--- src/rtl/sram_arbiter.sv ---
// Four-port arbiter in front of the single SRAM controller port: port 0 has fixed priority,
// ports 1-3 round-robin, and a starvation guard forces a low-priority grant after a run of port-0 grants.
module sram_arbiter #(
    parameter int unsigned STARVE_LIMIT = 8
) (
    input  logic        clk_sram,
    input  logic        rst_n_sram,
    input  logic [3:0]  p_req,
    input  logic [3:0]  p_we,
    input  logic [23:0] p_addr      [4],
    input  logic [31:0] p_wdata     [4],
    input  logic [7:0]  p_burst_len [4],
    output logic [3:0]  p_ready,
    output logic [3:0]  p_ack,
    output logic [31:0] p_rdata,
    output logic [15:0] p_burst_rdata,
    output logic [3:0]  p_burst_valid,
    output logic        m_req,
    output logic        m_we,
    output logic [23:0] m_addr,
    output logic [31:0] m_wdata,
    output logic [7:0]  m_burst_len,
    input  logic [31:0] m_rdata,
    input  logic [15:0] m_burst_rdata,
    input  logic        m_ack,
    input  logic        m_ready,
    input  logic        m_burst_valid
);

    typedef enum logic [1:0] {IDLE, GRANT, ACTIVE} state_t;

    localparam logic [7:0] STARVE_MAX = 8'(STARVE_LIMIT);

    state_t      state_q, state_d;
    logic [1:0]  grant_q, grant_d;
    logic [1:0]  rr_ptr_q, rr_ptr_d;
    logic [7:0]  starve_cnt_q, starve_cnt_d;
    logic        m_req_q, m_req_d;
    logic        m_we_q, m_we_d;
    logic [23:0] m_addr_q, m_addr_d;
    logic [31:0] m_wdata_q, m_wdata_d;
    logic [7:0]  m_burst_len_q, m_burst_len_d;
    logic [3:0]  p_ack_q, p_ack_d;

    logic        low_pend;
    logic        starve_hit;
    logic [1:0]  rr_win;
    logic [1:0]  win;

    // Scans lowest priority first so the candidate nearest the pointer overwrites the rest.
    function automatic logic [1:0] rr_pick(input logic [3:1] req, input logic [1:0] ptr);
        logic [1:0] pick;
        logic [2:0] slot;
        pick = ptr;
        for (int k = 2; k >= 0; k--) begin
            slot = {1'b0, ptr} + 3'(k);
            if (slot > 3'd3) slot = slot - 3'd3;
            if (req[slot[1:0]]) pick = slot[1:0];
        end
        return pick;
    endfunction

    always_comb begin
        low_pend   = |p_req[3:1];
        starve_hit = (starve_cnt_q == STARVE_MAX) && low_pend;
        rr_win     = rr_pick(p_req[3:1], rr_ptr_q);
        win        = (p_req[0] && !starve_hit) ? 2'd0 : rr_win;
    end

    // NOTE: every next-state variable gets its hold value first, so no path leaves one unassigned (no latches).
    always_comb begin
        state_d       = state_q;
        grant_d       = grant_q;
        rr_ptr_d      = rr_ptr_q;
        starve_cnt_d  = starve_cnt_q;
        m_req_d       = m_req_q;
        m_we_d        = m_we_q;
        m_addr_d      = m_addr_q;
        m_wdata_d     = m_wdata_q;
        m_burst_len_d = m_burst_len_q;
        p_ack_d       = 4'b0000;

        unique case (state_q)
            IDLE: begin
                if (m_ready && (|p_req)) begin
                    grant_d       = win;
                    m_we_d        = p_we[win] && (p_burst_len[win] == 8'd0);
                    m_addr_d      = p_addr[win];
                    m_wdata_d     = p_wdata[win];
                    m_burst_len_d = p_burst_len[win];
                    state_d       = GRANT;
                    if (win == 2'd0) begin
                        if (!low_pend)                        starve_cnt_d = 8'd0;
                        else if (starve_cnt_q != STARVE_MAX)  starve_cnt_d = starve_cnt_q + 8'd1;
                    end else begin
                        starve_cnt_d = 8'd0;
                        rr_ptr_d     = (win == 2'd3) ? 2'd1 : win + 2'd1;
                    end
                end
            end
            GRANT: begin
                m_req_d = 1'b1;
                state_d = ACTIVE;
            end
            ACTIVE: begin
                if (m_ack) begin
                    m_req_d           = 1'b0;
                    m_burst_len_d     = 8'd0;
                    p_ack_d[grant_q]  = 1'b1;
                    state_d           = IDLE;
                end
            end
            default: state_d = IDLE;
        endcase
    end

    // NOTE: sequential state uses non-blocking assignments so all flops update from pre-edge values.
    always_ff @(posedge clk_sram or negedge rst_n_sram) begin
        if (!rst_n_sram) begin
            state_q       <= IDLE;
            grant_q       <= 2'd0;
            rr_ptr_q      <= 2'd1;
            starve_cnt_q  <= 8'd0;
            m_req_q       <= 1'b0;
            m_we_q        <= 1'b0;
            m_addr_q      <= 24'd0;
            m_wdata_q     <= 32'd0;
            m_burst_len_q <= 8'd0;
            p_ack_q       <= 4'b0000;
        end else begin
            state_q       <= state_d;
            grant_q       <= grant_d;
            rr_ptr_q      <= rr_ptr_d;
            starve_cnt_q  <= starve_cnt_d;
            m_req_q       <= m_req_d;
            m_we_q        <= m_we_d;
            m_addr_q      <= m_addr_d;
            m_wdata_q     <= m_wdata_d;
            m_burst_len_q <= m_burst_len_d;
            p_ack_q       <= p_ack_d;
        end
    end

    assign m_req         = m_req_q;
    assign m_we          = m_we_q;
    assign m_addr        = m_addr_q;
    assign m_wdata       = m_wdata_q;
    assign m_burst_len   = m_burst_len_q;
    assign p_ack         = p_ack_q;
    assign p_ready       = {4{(state_q == IDLE) && m_ready}};
    assign p_rdata       = m_rdata;
    assign p_burst_rdata = m_burst_rdata;
    // Beats outside ACTIVE belong to nobody and are dropped.
    assign p_burst_valid = (state_q == ACTIVE && m_burst_valid) ? (4'b0001 << grant_q) : 4'b0000;

endmodule
--- config.mk ---
export PLATFORM = sky130hd
export DESIGN_NAME = sram_arbiter
export DESIGN_NICKNAME = d
export VERILOG_FILES = /design/src/rtl/sram_arbiter.sv
export SDC_FILE = /design/constraint.sdc
export NUM_CORES = 1
export LEC_CHECK = 0
export CORE_AREA = 2 2 173 175
export DETAILED_ROUTE_END_ITERATION = 8
export DIE_AREA = 0 0 175 177
export PLACE_DENSITY_LB_ADDON = 0.1
export SLEW_MARGIN = 20
export SYNTH_ARGS = -nofsm -noshare
export SYNTH_HDL_FRONTEND = slang
export SYNTH_SLANG_ARGS = --single-unit
--- constraint.sdc ---
create_clock -name clk_sram -period 6.96 [get_ports clk_sram]
set_clock_uncertainty 0.2 [all_clocks]
set_input_delay 1.044 -clock clk_sram [delete_from_list [all_inputs] [get_ports clk_sram]]
set_output_delay 1.044 -clock clk_sram [all_outputs]
set_load 0.005 [all_outputs]
; ---- Word level (Yosys, flattened, before mapping)
; Index checks and enable logic that the tools add are counted.
[word_totals]
regBits = 84
elab_cells = 100
inputBits = 317
out_inout_bits = 126
[classes]
order_cmp = 10
n_bitwise = 2
n_reduce_logical = 21
mux = 41
n_eq_ne = 8
addsub = 7
shift = 1
[ops]
columns = cell, count
row1 = binary-select mux 32 bit (select 2 bit), 1
row2 = 2-to-1 mux 32 bit, 2
row3 = 2-to-1 mux 8 bit, 7
row4 = binary-select mux 24 bit (select 2 bit), 1
row5 = 2-to-1 mux 24 bit, 2
row6 = 2-to-1 mux 2 bit, 10
row7 = binary-select mux 8 bit (select 2 bit), 1
row8 = case mux 8 bit (2 select lines), 1
row9 = "less-than comparator 2 x 3 -> 1 bit, second input constant", 5
row10 = 2-to-1 mux 4 bit, 3
row11 = AND reduction 3 bit, 3
row12 = "adder 8 x 1 -> 8 bit, second input constant", 1
row13 = binary-select mux 1 bit (select 2 bit), 4
row14 = "equality test 8 x 4 -> 1 bit, second input constant", 1
row15 = logical NOT 8 bit, 1
row16 = "inequality test 8 x 4 -> 1 bit, second input constant", 1
row17 = logical AND 1 bit, 7
row18 = "greater-than comparator 3 x 2 -> 1 bit, second input constant", 2
row19 = 2-to-1 mux 1 bit, 6
row20 = case mux 2 bit (3 select lines), 1
row21 = AND reduction 2 bit, 3
row22 = "subtractor 2 bit, second input constant", 3
row23 = "equality test 2 bit, second input constant", 2
row24 = logical NOT 2 bit, 2
row25 = other kinds (18), 20

; ---- Longest topological paths before layout
; Gate-level depths: netlist of run 1.
[logic_depth]
depth_word = 15
depth_mapped = 16
depth_no_buf = 12

; ---- Worst setup path before layout of run 1
; OpenSTA, ideal clock, no wires.
[synth_path]
path_type = in2reg
startpoint = input p_req[3]
endpoint = register starve_cnt_q[7]
setup_time_ns = 0.129
t_arrival_ns = 3.473
setup_slack_ns = 3.157
cell_stages = 13
path_buffers = 3
required_time_ns = 6.631
path_cell_list = mux2_2 a21oi_1 o21ai_0 nand3_1 buf_2 buf_2 buf_1 ha_1 nand2_1 o21ai_1 nor2_1 nand4_1 o21ai_0
[synth_between]
elab_chain_len = 9
elab_cells_between_ends = 21
classes_between = eq/ne: 1 / mux: 12 / reduce/logical: 8
[synth_lines]
columns = element, line
row1 = start: declaration, 8  ; input logic [3:0] p_req,
row2 = binary-select mux 1 bit (select 2 bit), 58  ; if (req[slot[1:0]]) pick = slot[1:0];
row3 = 2-to-1 mux 1 bit (implied by the code), 58
row4 = 2-to-1 mux 2 bit (3 in a row), 58
row5 = 2-to-1 mux 2 bit, 67  ; win = (p_req[0] && !starve_hit) ? 2'd0 : rr_win;
row6 = logical NOT 2 bit, 92  ; if (win == 2'd0) begin
row7 = inequality test 3 x 2 -> 1 bit (no line), n/a
row8 = AND reduction 3 bit (no line), n/a
row9 = end signal: assignment, 134  ; starve_cnt_q <= starve_cnt_d;
row10 = end: declaration, 37  ; logic [7:0] starve_cnt_q, starve_cnt_d;
; Several ways; a longest one is shown, not always the timed one. The select of a mux whose other input is x is not followed.
; A chain may end at the register's enable or synchronous reset.

; ---- Worst setup path after layout of run 1
[layout_path]
startpoint = input p_req[2]
endpoint = register starve_cnt_q[7]
; The elaborated chain is that of the path after synthesis.

==> out/results.env, run 1 <==
RUN_STATUS='finished, final reports clean'
LAYOUT-DRIVE-GT1-SHARE_PCT=10.28
SYNTH-COMPOUND-AREA-SHARE_PCT=14.00
FINISH.UTILIZATION_PCT=32.93
SYNTH_SIMPLE_GATE_AREA_SHARE_PCT=13.53
WORST-ENDPOINT-ARRIVAL_PS=4460
VIAS=5618
LARGEST_NET_DEGREE_AT_THE_START_OF_GLOBAL_ROUTING=77
BUFFER_PORTS.INSERTED=346
MAX-VDD-IR-DROP_uV=143.1
ROW_COUNT=63
YOSYSMOSTFREQUENTCELL='sky130_fd_sc_hd__o21ai_0'
GRT_USAGE_PCT=14.40
CRITICALPATHCATEGORY='in2reg'
DRTPASS1ITERATIONS=4
CTS_MADE_BUFFERS=9
DIE_H_UM=177
INITIAL_UTILIZATION_PCT=20.02
SYNTHESIS_TO_LAYOUT_AREA_GROWTH_PCT=64.48
PERIOD_MINUS_SLACK_PS=4394
FINISH.CELL_COUNT_WITHOUT_FILLERS=1336
CRITPATHLAUNCHTYPE='input port'
CP_MAX_FO=51
SYNTH-ADDER-AREA-SHARE_PCT=1.282
SYNTH.TOP_CELLS.BY_COUNT='sky130_fd_sc_hd__o21ai_0, sky130_fd_sc_hd__nand2_1, sky130_fd_sc_hd__dfrtp_1'
FINALSETUPVIOLCOUNT=0
SETUP_REPAIR_AFTER_GLOBAL_ROUTING_MISSED_ITS_MARGIN='false'
CTS_ROOT_BUFFER='sky130_fd_sc_hd__clkbuf_16'
BOUNDARY_PINS=443
TOTAL_POWER_W=0.003166
CP_DATA_REQUIRED_TIME_PS=7030
CTS_HTREE_LEVELS=3
SYN_AREA_MM2=0.005854
SYNTHESIS.AREA_PER_INSTANCE_UM2=8.738
GRT_ANTENNA_BEFORE_REPAIR=2
POST_DETAILED_ROUTE_COUNT_OF_ANTENNA_VIOLATING_NETS=0
DESIGN.CORE.AREA_MM2=0.02924
ROUTED_WL_UM=22780
YOSYS.AREA_SHARE.XOR_XNOR_PCT=0
LEAKAGEPOWER_nW=4.103
CTS_MAX_PATH_BUFFERS=2
SYNTH_TOP_FAMILY_BY_AREA='multiplexers'
FIRST_PASS_GRT_WIRE_LENGTH_UM=33820
POSTSYNTH.ASYNCRESETSHARE_PCT=100.0
NUMBER_OF_CELLS_IN_THE_DESIGN_AFTER_PLACEMENT=1318
YS_SEQ_ELEMENTS=84
FLOORPLAN.DIE_AREA_MM2=0.03098
ACHIEVABLE-FREQUENCY_MHz=227.6
ROUTED_VIA_DENSITY=4.205
TIMING.HOLD.WORST.CLASS='reg2reg'
SETUP-TNS-FINAL_PS=0
WORST_MARGIN_PIN_SLEW_PS=987.4
DIE-WIDTH_UM=175
YS_SEQ_AREA_SHARE_PCT=35.93
SYNTH_TOP_AREA_SHARE_PCT=35.48
TIMING.MAX_CAP.VIOLATIONS=0
TIMING.REG2REG.SETUP_SLACK_PS=2750
CTS_RESIZED=0
FINALWEIGHTEDCONGESTION=0.7530
YOSYS_WARNINGS=0
CELL_TAKING_THE_MOST_AREA_AFTER_SYNTHESIS='sky130_fd_sc_hd__dfrtp_1'
MAXSLEWHEADROOM_PCT=34.03
FILLERINSTANCES=3065
DETAIL_ROUTE.WL_PER_CELL_UM=17.05
POST-CTS-SETUP-BUFFERS=0
SYNTH_TOP_CELLS_BY_AREA='sky130_fd_sc_hd__dfrtp_1, sky130_fd_sc_hd__mux2_2, sky130_fd_sc_hd__o21ai_0'
CLOCK_INSERTION_DELAY_WORST_SKEW_PS=340
POSTSYNTHCELLCOUNT=670
TIMING.CRITICAL_PATH.TO_TYPE='register'
SYNTHMUXAREASHARE_PCT=25.20
POWER_DENSITY_mW_PER_MM2=328.8
FIRST_GLOBAL_VIAS=5744
SYNTH_EDF_COUNT=0
TIMING_HOLD_VIOLATIONS_FINAL=0
CTSHOLDBUFFERS=0
CTS_SINKS=84
YOSYS.CELL_TYPES.COUNT=41
CTS_TREE='yes'
DRT_FIRST_ITER_VIOLATIONS=113
DRC=0
REGISTER_AREA_MM2=0.002103
PLACE_HPWL_UM=17640
FINALMAXSLEWVIOLATIONS=0
SYNTHESIZED_NET_COUNT=993
MULTI_INPUT_COMB_AREA_MM2=0.003186
YOSYS_MOST_USED_DFF='sky130_fd_sc_hd__dfrtp_1'
NUM-NETS-FINAL=1262
GLOBAL_ROUTE.OVERFLOW_TOTAL=0
MIN_PERIOD_OVER_PERIOD_PCT=63.14
CLK_PIN_SLEW_WORST_PATHS_PS=70
[path summary, 6_finish.rpt]
path,from,cells after the start,end
setup / recovery,p_req[2],11,starve_cnt_q[7]$_DFFE_PN0P_
hold / removal,m_addr[4]$_DFFE_PN0P_,2,m_addr[4]$_DFFE_PN0P_
setup reg to reg,rr_ptr_q[0]$_DFFE_PN1P_,12,starve_cnt_q[7]$_DFFE_PN0P_
hold reg to reg,m_addr[4]$_DFFE_PN0P_,2,m_addr[4]$_DFFE_PN0P_
max in group asynchronous,rst_n_sram,2,m_wdata[12]$_DFFE_PN0P_
min in group asynchronous,rst_n_sram,1,m_addr[17]$_DFFE_PN0P_
[layer usage]
metal	share of wire [%]	global-route usage (%)	vias up	wire length (µm)
met5	0	0	-	0
met4	2.0	4.549	0	457
met3	8.6	5.305	41	1968
met2	52	26.24	214	11770
met1	38	15.42	2553	8579
li1	-	-	2810	-
[where the power goes]
group          total [W]  switching [W]  internal, W
combinational    0.00182       0.000855     0.000961
sequential      0.000840       0.000141     0.000699
clock           0.000510       0.000226     0.000284
total            0.00317        0.00122      0.00194
[cells by family (layout without fill, tap and decap cells)]
logic type / after synthesis / count (layout)
muxes: 134 / 134
and+or+nand+nor: 187 / 187
other: 0 / 2
AOI/OAI and AO/OA: 156 / 156
buffers and inverters: 103 / 377
DFF: 84 / 84
adders and majority gates: 6 / 6
[flip-flops by register name, indices dropped and copies added (netlist names)]
name and count:
rr_ptr_q 2, grant_q 2, m_we 1, m_burst_len 8, m_addr 24, starve_cnt_q 8
p_ack 4, state_q 2, m_wdata 32, m_req 1
[metrics by stage]
| stage | cell area, µm² | hold WS [ps] | setup WS, ps |
|---|---|---|---|
| 6_report | 9629 | 276.6 | 2566 |
| 5_1_grt | 9627 | 307.1 | 2129 |
| 4_1_cts | 9624 | 283.4 | 2490 |
| 3_5_place_dp | 9316 | 268.7 | 2122 |
| 3_3_place_gp | 9316 | 261.6 | 2183 |
| 2_1_floorplan | 5854 | 251.6 | 3157 |
[critical path, cell delays in order]
cell and delay [ps]:
sky130_fd_sc_hd__clkdlybuf4s50_1 610, sky130_fd_sc_hd__nor3_1 120, sky130_fd_sc_hd__o41ai_2 240, sky130_fd_sc_hd__a21boi_1 300, sky130_fd_sc_hd__nand3_4 680, sky130_fd_sc_hd__ha_1 560
sky130_fd_sc_hd__nand2_1 200, sky130_fd_sc_hd__o21ai_1 210, sky130_fd_sc_hd__nor2_1 220, sky130_fd_sc_hd__nand4_1 100, sky130_fd_sc_hd__o21ai_0 140
[cell type report]
class | count | share of cell area, %
sequential | 84 | 21.84
inverter | 9 | 0.3508
clock inverter | 7 | 0.8576
clock buffer | 9 | 2.339
multi-input combinational | 483 | 33.08
timing repair buffer | 352 | 36.41
antenna | 2 | 0.05198
tap | 390 | 5.068
[cells in the final DEF, fill, tap and decap left out, types with 2 or more instances in the layout]
cell type                         count
sky130_fd_sc_hd__and3_1               2
sky130_fd_sc_hd__mux4_2               3
sky130_fd_sc_hd__inv_6                2
sky130_fd_sc_hd__o21ai_1              3
sky130_fd_sc_hd__clkinvlp_4           2
sky130_fd_sc_hd__dfrtp_1             83
sky130_fd_sc_hd__ha_1                 6
sky130_fd_sc_hd__a21oi_1              5
sky130_fd_sc_hd__clkdlybuf4s50_1    345
sky130_fd_sc_hd__mux2_2              64
sky130_fd_sc_hd__inv_1                8
sky130_fd_sc_hd__or3_1                2
sky130_fd_sc_hd__clkbuf_16            9
sky130_fd_sc_hd__o21ai_0            136
sky130_fd_sc_hd__nand2b_1             3
sky130_fd_sc_hd__diode_2              2
sky130_fd_sc_hd__nand3_1             12
sky130_fd_sc_hd__o31ai_1              2
sky130_fd_sc_hd__nand3b_1             2
sky130_fd_sc_hd__nor3_1               3
sky130_fd_sc_hd__nor2_1              19
sky130_fd_sc_hd__mux2i_1             66
sky130_fd_sc_hd__nor2b_1              4
sky130_fd_sc_hd__buf_4                7
sky130_fd_sc_hd__nand2_1            132
sky130_fd_sc_hd__nand4_1              3
Power figures use the tool's default switching activity.
==> inputs of run 2 (changes only) <==
--- a/config.mk
+++ b/config.mk
@@ -5,9 +5,9 @@
 export SDC_FILE = /design/constraint.sdc
 export NUM_CORES = 1
 export LEC_CHECK = 0
-export CORE_AREA = 2 2 173 175
+export CORE_AREA = 2 2 172 174
 export DETAILED_ROUTE_END_ITERATION = 8
-export DIE_AREA = 0 0 175 177
+export DIE_AREA = 0 0 174 176
 export PLACE_DENSITY_LB_ADDON = 0.1
 export SLEW_MARGIN = 20
 export SYNTH_ARGS = -nofsm -noshare
==> constraint.sdc (replaced) <==
create_clock -name clk_sram -period 4.51 [get_ports clk_sram]
set_clock_uncertainty 0.2 [all_clocks]
set_input_delay 0.6765 -clock clk_sram [delete_from_list [all_inputs] [get_ports clk_sram]]
set_output_delay 0.6765 -clock clk_sram [all_outputs]
set_load 0.005 [all_outputs]
==> run 2 against run 1 <==
Sequential share of layout area decreased by 0.071 points. Utilization rose by 0.91 points. Clock power rose by 54%. Sequential power up 52%. Highest routed layer unchanged. Combinational power is 54% higher. Final area rose by 0.32%. Register-to-register slack worse by 1600 ps. Die area is 1.1% lower. Critical path depth grew 2. Routed wire length grew 1.6%. Critical path type is now reg2reg. Worst hold slack lost 74 ps.
==> out/results.env, run 2 (same netlist as run 1, synthesis figures left out) <==
DRTPASS1ITERATIONS=4  # unchanged
ROW_COUNT=62  # was 63
DETAIL_ROUTE.WL_PER_CELL_UM=17.35  # was 17.05 µm
SYNTHESIS_TO_LAYOUT_AREA_GROWTH_PCT=65.01  # was 64.48%
TIMING.HOLD.WORST.CLASS='in2async'  # was reg2reg
CLOCK_INSERTION_DELAY_WORST_SKEW_PS=340  # about the same
TIMING.CRITICAL_PATH.TO_TYPE='register'  # unchanged
FLOORPLAN.DIE_AREA_MM2=0.03062  # was 0.03098 mm²
VIAS=5583  # was 5,618
PLACE_HPWL_UM=17780  # was 17,640 µm
TIMING_HOLD_VIOLATIONS_FINAL=0  # unchanged
CTS_TREE='yes'  # unchanged
FINALWEIGHTEDCONGESTION=0.7860  # was 0.7530
WORSTPATHCELLLIST='inv_1, ha_1, nand2_1, o32ai_1, a222oi_1, or2_4, ha_1, nand2_1, o21ai_1, buf_4, nor2_1, nand4_1, o21ai_0'  # was clkdlybuf4s50_1, nor3_1, o41ai_2, a21boi_1, nand3_4, ha_1, nand2_1, o21ai_1, nor2_1, nand4_1, o21ai_0
ROUTED_WL_UM=23130  # was 22,780 µm
PRE_CTS_WS_PS=858.4  # was 2122 ps
FINALMAXSLEWVIOLATIONS=0  # unchanged
SETUP-TNS-FINAL_PS=0  # unchanged
CTS_RESIZED=0  # unchanged
INITIAL_UTILIZATION_PCT=20.51  # was 20.02%
FINALWORSTSETUPSLACK_PS=1106  # was 2566 ps
MAX-VDD-IR-DROP_uV=274.9  # was 143.1 µV
FILLERINSTANCES=3030  # was 3,065
CP_MAX_FO=9  # was 51
ROUTED_VIA_DENSITY=4.188  # was 4.205
POST-CTS-SETUP-BUFFERS=0  # unchanged
GRT_ANTENNA_BEFORE_REPAIR=2  # unchanged
POWER_DENSITY_mW_PER_MM2=504.8  # was 328.8 mW/mm²
GRT_USAGE_PCT=14.83  # was 14.40%
FIRST_GLOBAL_VIAS=5877  # was 5,744
FIRST_PASS_GRT_WIRE_LENGTH_UM=34970  # was 33,820 µm
RUN_STATUS='finished, final reports clean'  # unchanged
CTS_MADE_BUFFERS=9  # unchanged
SETUP_REPAIR_AFTER_GLOBAL_ROUTING_MISSED_ITS_MARGIN='false'  # unchanged
CLK_PIN_SLEW_WORST_PATHS_PS=70  # about the same
POST_DETAILED_ROUTE_COUNT_OF_ANTENNA_VIOLATING_NETS=0  # unchanged
CP_DATA_REQUIRED_TIME_PS=4570  # was 7030 ps
REGISTER_AREA_MM2=0.002103  # unchanged
FINALSETUPVIOLCOUNT=0  # unchanged
DIE_H_UM=176  # was 177 µm
TIMING.MAX_CAP.VIOLATIONS=0  # unchanged
MAXSLEWHEADROOM_PCT=43.18  # was 34.03%
BUFFER_PORTS.INSERTED=346  # unchanged
GLOBAL_ROUTE.OVERFLOW_TOTAL=0  # unchanged
CTS_SINKS=84  # unchanged
WORST_MARGIN_PIN_SLEW_PS=852.3  # was 987.4 ps
LAYOUT-DRIVE-GT1-SHARE_PCT=10.56  # was 10.28%
BOUNDARY_PINS=443  # unchanged
CTS_ROOT_BUFFER='sky130_fd_sc_hd__clkbuf_16'  # unchanged
LEAKAGEPOWER_nW=4.130  # was 4.103 nW
NUM-NETS-FINAL=1265  # was 1,262
PERIOD_MINUS_SLACK_PS=3404
CRITICALPATHCATEGORY='reg2reg'  # was in2reg
DRC=0  # unchanged
FIN_HOLD_WS_PS=203.0  # was 276.6 ps
LARGEST_NET_DEGREE_AT_THE_START_OF_GLOBAL_ROUTING=133  # was 77
DRT_FIRST_ITER_VIOLATIONS=193  # was 113
LARGEST_REGISTER_FF_COUNT=32  # unchanged
CTSHOLDBUFFERS=0  # unchanged
FINAL_COMMON_CELL='sky130_fd_sc_hd__clkdlybuf4s50_1'  # unchanged
CRITPATHLAUNCHTYPE='register'  # was input port
CRITICAL_PATH.SLOWEST_CELL='sky130_fd_sc_hd__dfstp_2'  # was sky130_fd_sc_hd__nand3_4
HIGHEST_CELL_DELAY_ON_THE_WORST_TIMING_PATH_PS=620  # was 680 ps
MIN_PERIOD_OVER_PERIOD_PCT=75.47
DESIGN.CORE.AREA_MM2=0.02855  # was 0.02924 mm²
LAYOUT_COMMON_CELLS='sky130_fd_sc_hd__clkdlybuf4s50_1, sky130_fd_sc_hd__o21ai_0, sky130_fd_sc_hd__nand2_1, sky130_fd_sc_hd__dfrtp_1, sky130_fd_sc_hd__mux2i_1'  # unchanged
DIE-WIDTH_UM=174  # was 175 µm
CTS_MAX_PATH_BUFFERS=2  # unchanged
WORST-ENDPOINT-ARRIVAL_PS=3460  # was 4460 ps
ACHIEVABLE-FREQUENCY_MHz=293.8
MULTI_INPUT_COMB_AREA_MM2=0.003186  # unchanged
CTS_HTREE_LEVELS=3  # unchanged
## run 2: routing by layer
metal	track usage (%)	routed length, µm
met5	0	0
met4	4.307	461
met3	5.211	1846
met2	26.76	11850
met1	16.44	8974
## run 2: report_power, final
group          leakage [nW]  switching (W)  internal [W]
logic                  2.93        0.00131       0.00150
clock network         0.147       0.000348      0.000434
registers              1.05       0.000203       0.00108
## run 2: critical path: cells and delay by family (launching register included)
kind / cells / cell delay, ps
flip-flops: 1 / 620
adder cells (fa/ha/maj): 2 / 650
buffers and inverters: 2 / 260
AO/OA/AOI/OAI: 4 / 680
AND/OR/NAND/NOR: 5 / 900
## run 2: final cells by class
class                           count  area share (%)
Antenna cell                        2         0.05181
Multi-Input combinational cell    483           32.98
Clock buffer                        9           2.331
Inverter                            9          0.3497
Sequential cell                    84           21.77
Tap cell                          384           4.973
Clock inverter                      7          0.7641
Timing Repair Buffer              355           36.78
## run 2: worst paths after layout
check | startpoint | to | slack [ps] | cells after the start
max in group asynchronous | rst_n_sram | rr_ptr_q[0]$_DFFE_PN1P_ | 2900 | 2
min in group clk_sram | m_addr[8]$_DFFE_PN0P_ | m_addr[8]$_DFFE_PN0P_ | 280 | 2
hold / removal | rst_n_sram | m_addr[21]$_DFFE_PN0P_ | 200 | 1
setup reg to reg | rr_ptr_q[0]$_DFFE_PN1P_ | starve_cnt_q[7]$_DFFE_PN0P_ | 1110 | 13
setup / recovery | rr_ptr_q[0]$_DFFE_PN1P_ | starve_cnt_q[7]$_DFFE_PN0P_ | 1110 | 13
hold reg to reg | m_addr[8]$_DFFE_PN0P_ | m_addr[8]$_DFFE_PN0P_ | 280 | 2
## run 2: stage by stage
stage / cell area (µm²) / utilization (%) / power, W / cells
finish: 9661 / 33.84 / 0.004877 / 1333
detailed placement: 9356 / 32.78 / 0.004177 / 1315
floorplan: 5854 / - / 0.002881 / 670
global route: 9658 / 33.83 / 0.005336 / 1332
global placement: 9356 / 32.78 / 0.004185 / 1315
CTS: 9656 / 33.82 / 0.005006 / 1331
==> inputs of run 3 (changes only) <==
--- a/config.mk
+++ b/config.mk
@@ -5,9 +5,9 @@
 export SDC_FILE = /design/constraint.sdc
 export NUM_CORES = 1
 export LEC_CHECK = 0
-export CORE_AREA = 2 2 172 174
+export CORE_AREA = 2 2 173 175
 export DETAILED_ROUTE_END_ITERATION = 8
-export DIE_AREA = 0 0 174 176
+export DIE_AREA = 0 0 175 177
 export PLACE_DENSITY_LB_ADDON = 0.1
 export SLEW_MARGIN = 20
 export SYNTH_ARGS = -nofsm -noshare
==> constraint.sdc (replaced) <==
create_clock -name clk_sram -period 3.1 [get_ports clk_sram]
set_clock_uncertainty 0.2 [all_clocks]
set_input_delay 0.465 -clock clk_sram [delete_from_list [all_inputs] [get_ports clk_sram]]
set_output_delay 0.465 -clock clk_sram [all_outputs]
set_load 0.005 [all_outputs]
==> run 3 against run 2 <==
Die area increased by 1.1%. Sequential cell count stayed put. Final area up 6.6%. Global-route usage fell by 0.29 points. Critical path depth fell by 4. Worst hold slack better by 76 ps. Critical path type unchanged. Critical endpoint is now m_we$_DFFE_PN0P_.
==> out/results.env, run 3 (same netlist as run 1, synthesis figures left out) <==
RUN_STATUS='finished, final reports clean'  # unchanged
CTS_HTREE_LEVELS=3  # unchanged
CP_DATA_REQUIRED_TIME_PS=3160  # was 4570 ps
WORST_MARGIN_PIN_SLEW_PS=567.6  # was 852.3 ps
DRTPASS1ITERATIONS=4  # unchanged
NUMBER_OF_CELLS_IN_THE_DESIGN_AFTER_PLACEMENT=1361  # was 1,315
INTERNAL_POWER_W=0.005095  # was 0.003015 W
HOLD_START='m_addr[4]$_DFFE_PN0P_'
CTS_SINKS=84  # unchanged
SYNTHESIS_TO_LAYOUT_AREA_GROWTH_PCT=75.94  # was 65.01%
BUFFER_PORTS.INSERTED=346  # unchanged
CLOCK_POWER_SHARE_PCT=16.1  # was 16.0%
GRT_UTIL_MET3_PCT=5.692  # was 5.211%
TIMING.CRITICAL_PATH.TO_TYPE='register'  # unchanged
DRT_FIRST_ITER_VIOLATIONS=148  # was 193
FIRST_PASS_GRT_WIRE_LENGTH_UM=34480  # was 34,970 µm
LEAKAGEPOWER_nW=4.431  # was 4.130 nW
WORSTREG2REGSTART='starve_cnt_q[4]$_DFFE_PN0P_'  # was rr_ptr_q[0]$_DFFE_PN1P_
CTS_MADE_BUFFERS=9  # unchanged
TIMING.HOLD.WORST.CLASS='reg2reg'  # was in2async
PLACE_HPWL_UM=18630  # was 17,780 µm
GRT_USAGE_PCT=14.54  # was 14.83%
DRC=0  # unchanged
POST_ROUTE_CELL_AREA_MM2=0.01030  # was 0.009661 mm²
MIN_PERIOD_OVER_PERIOD_PCT=96.63  # was 75.47%
LAYOUT_COMMON_CELLS='sky130_fd_sc_hd__clkdlybuf4s50_1, sky130_fd_sc_hd__o21ai_0, sky130_fd_sc_hd__nand2_1, sky130_fd_sc_hd__dfrtp_1, sky130_fd_sc_hd__mux2i_1'  # unchanged
PLACED_AREA_MM2=0.009876  # was 0.009356 mm²
FIRST_GLOBAL_VIAS=6037  # was 5,877
LAYOUT-DRIVE-GT1-SHARE_PCT=15.27  # was 10.56%
GRTUSAGEMET2_PCT=25.72  # was 26.76%
DIE_H_UM=177  # was 176 µm
LARGEST_NET_DEGREE_AT_THE_START_OF_GLOBAL_ROUTING=58  # was 133
GRT_USE_MET1_PCT=16.19  # was 16.44%
FLOORPLAN.DIE_AREA_MM2=0.03098  # was 0.03062 mm²
TIMING.REG2REG.SETUP_SLACK_PS=100  # was 1110 ps
CRITICAL_PATH.SLOWEST_CELL='sky130_fd_sc_hd__or4_4'  # was sky130_fd_sc_hd__dfstp_2
POST_DETAILED_ROUTE_COUNT_OF_ANTENNA_VIOLATING_NETS=0  # unchanged
CTS_ROOT_BUFFER='sky130_fd_sc_hd__clkbuf_16'  # unchanged
LARGEST_REGISTER_FF_COUNT=32  # unchanged
POWER_DENSITY_mW_PER_MM2=770.6  # was 504.8 mW/mm²
R2R_CELLS=9  # was 13
TIMING_HOLD_VIOLATIONS_FINAL=0  # unchanged
FINAL_COMMON_CELL='sky130_fd_sc_hd__clkdlybuf4s50_1'  # unchanged
BOUNDARY_PINS=443  # unchanged
INITIAL_UTILIZATION_PCT=20.02  # was 20.51%
CRITICALPATHCATEGORY='reg2reg'  # unchanged
MAX-VDD-IR-DROP_uV=350.0  # was 274.9 µV
SEQ_POWER_SHARE_PCT=23.3  # was 26.3%
CP_MAX_FO=5  # was 9
ROW_COUNT=63  # was 62
DETAIL_ROUTE.WL_PER_CELL_UM=16.79  # was 17.35 µm
NUM-NETS-FINAL=1308  # was 1,265
CLK_PIN_SLEW_WORST_PATHS_PS=70  # about the same
WORST-ENDPOINT-ARRIVAL_PS=3060  # was 3460 ps
GR-MAX-USAGE-LAYER='met2'  # unchanged
ACHIEVABLE-FREQUENCY_MHz=333.8  # was 293.8 MHz
TIMING.MAX_CAP.VIOLATIONS=0  # unchanged
HIGHEST_CELL_DELAY_ON_THE_WORST_TIMING_PATH_PS=570  # was 620 ps
FINALWEIGHTEDCONGESTION=0.7803  # was 0.7860
CRIT_PATH_FREQUENT_CELL='sky130_fd_sc_hd__o21ai_1'
CRITPATHLAUNCHTYPE='register'  # unchanged
CTS_MAX_PATH_BUFFERS=2  # unchanged
FILLERINSTANCES=3054  # was 3,030
CRIT_BUF_INV=1  # was 2
VIAS=5775  # was 5,583
HOLD_ENDPOINT='m_addr[4]$_DFFE_PN0P_'
ROUTED_WL_UM=23170  # was 23,130 µm
CLOCK_INSERTION_DELAY_WORST_SKEW_PS=340  # about the same
PWR-SHARE-COMB_PCT=60.6  # was 57.7%
R2R-END='m_we$_DFFE_PN0P_'  # was starve_cnt_q[7]$_DFFE_PN0P_
GRT_ANTENNA_BEFORE_REPAIR=1  # was 2
SETUP_REPAIR_AFTER_GLOBAL_ROUTING_MISSED_ITS_MARGIN='true'  # was false
FINALMAXSLEWVIOLATIONS=0  # unchanged
SWITCHING_SHARE_PCT=35.81  # was 38.17%
GLOBAL_ROUTE.OVERFLOW_TOTAL=0  # unchanged
PERIOD_MINUS_SLACK_PS=2996  # was 3404 ps
CRIT_FAMILY='simple AND/OR/NAND/NOR gates'  # unchanged
ROUTED_VIA_DENSITY=4.185  # was 4.188
FINISH.CELL_COUNT_WITHOUT_FILLERS=1380  # was 1,333
HOLD_CRIT_DEPTH=2
CTS_TREE='yes'  # unchanged
FINALSETUPVIOLCOUNT=0  # unchanged
MAXSLEWHEADROOM_PCT=62.05  # was 43.18%
WORSTPATHCELLLIST='or4_4, o41ai_4, o21ai_1, or2_4, buf_6, mux4_2, nor4b_4, nand3_1, o21ai_1'  # was inv_1, ha_1, nand2_1, o32ai_1, a222oi_1, or2_4, ha_1, nand2_1, o21ai_1, buf_4, nor2_1, nand4_1, o21ai_0
DESIGN.CORE.AREA_MM2=0.02924  # was 0.02855 mm²
FINISH.UTILIZATION_PCT=35.22  # was 33.84%
DIE-WIDTH_UM=175  # was 174 µm
POWER_SWITCHING_W=0.002843  # was 0.001861 W
-- run 3: through the flow --
stage	setup TNS (ps)	hold WS (ps)	total power [W]	setup slack [ps]
detailed placement	-6104	230.8	0.006685	-274.8
CTS	0	285.9	0.008040	13.85
global route	-82.30	300.4	0.008622	-82.30
floorplan	0	-30.59	0.004288	20.18
finish	0	279.3	0.007938	104.3
global placement	-4900	230.3	0.006692	-238.1
-- run 3: cell type report --
| class | instances | area (µm²) | area share, % |
|---|---|---|---|
| inverters | 9 | 33.78 | 0.3280 |
| flip-flops and latches | 84 | 2103 | 20.42 |
| diodes | 1 | 2.502 | 0.02430 |
| repair buffers | 398 | 4053 | 39.35 |
| clock buffers | 11 | 242.7 | 2.357 |
| clock inverters | 4 | 97.59 | 0.9475 |
| multi-input cells | 483 | 3279 | 31.84 |
| well taps | 390 | 488.0 | 4.738 |
-- run 3: timing repair --
| item | CTS | global route |
|---|---|---|
| setup endpoints to repair | 1 | 39 |
| setup buffers | 0 | 2 |
| hold buffers | 1 | 0 |
| endpoints found under the hold margin | 26 | 0 |
| pin swaps | 0 | 3 |
| resized for setup | 1 | 14 |
-- run 3: worst max path at each step --
stage                                 from                           to  cells after the start
5_1_grt        starve_cnt_q[4]$_DFFE_PN0P_             m_we$_DFFE_PN0P_                      9
2_1_floorplan      rr_ptr_q[1]$_DFFE_PN0P_  starve_cnt_q[7]$_DFFE_PN0P_                     16
3_5_place_dp                      p_req[2]             m_we$_DFFE_PN0P_                      9
4_1_cts            rr_ptr_q[0]$_DFFE_PN1P_             m_we$_DFFE_PN0P_                     10
6_report       starve_cnt_q[4]$_DFFE_PN0P_             m_we$_DFFE_PN0P_                      9
3_3_place_gp                      p_req[2]             m_we$_DFFE_PN0P_                      9
-- run 3: power by group through the flow --
stage               clock network [W]  logic, W  registers [W]
finish                        0.00128   0.00481        0.00185
global route                  0.00138   0.00533        0.00192
CTS                           0.00134   0.00484        0.00186
detailed placement                  0   0.00482        0.00186
global placement                    0   0.00484        0.00186
floorplan                           0   0.00241        0.00188
-- run 3: tightest hold or removal path: stages (launching register included) --
cell and delay (ps):
sky130_fd_sc_hd__dfrtp_1 340, sky130_fd_sc_hd__nand2_1 50, sky130_fd_sc_hd__o21ai_0 60
-- run 3: routing by layer --
| metal | vias to the layer above | wire [µm] |
|---|---|---|
| li1 | 2909 | - |
| met3 | 29 | 1908 |
| met5 | - | 0 |
| met4 | 0 | 336 |
| met2 | 184 | 11950 |
| met1 | 2653 | 8973 |
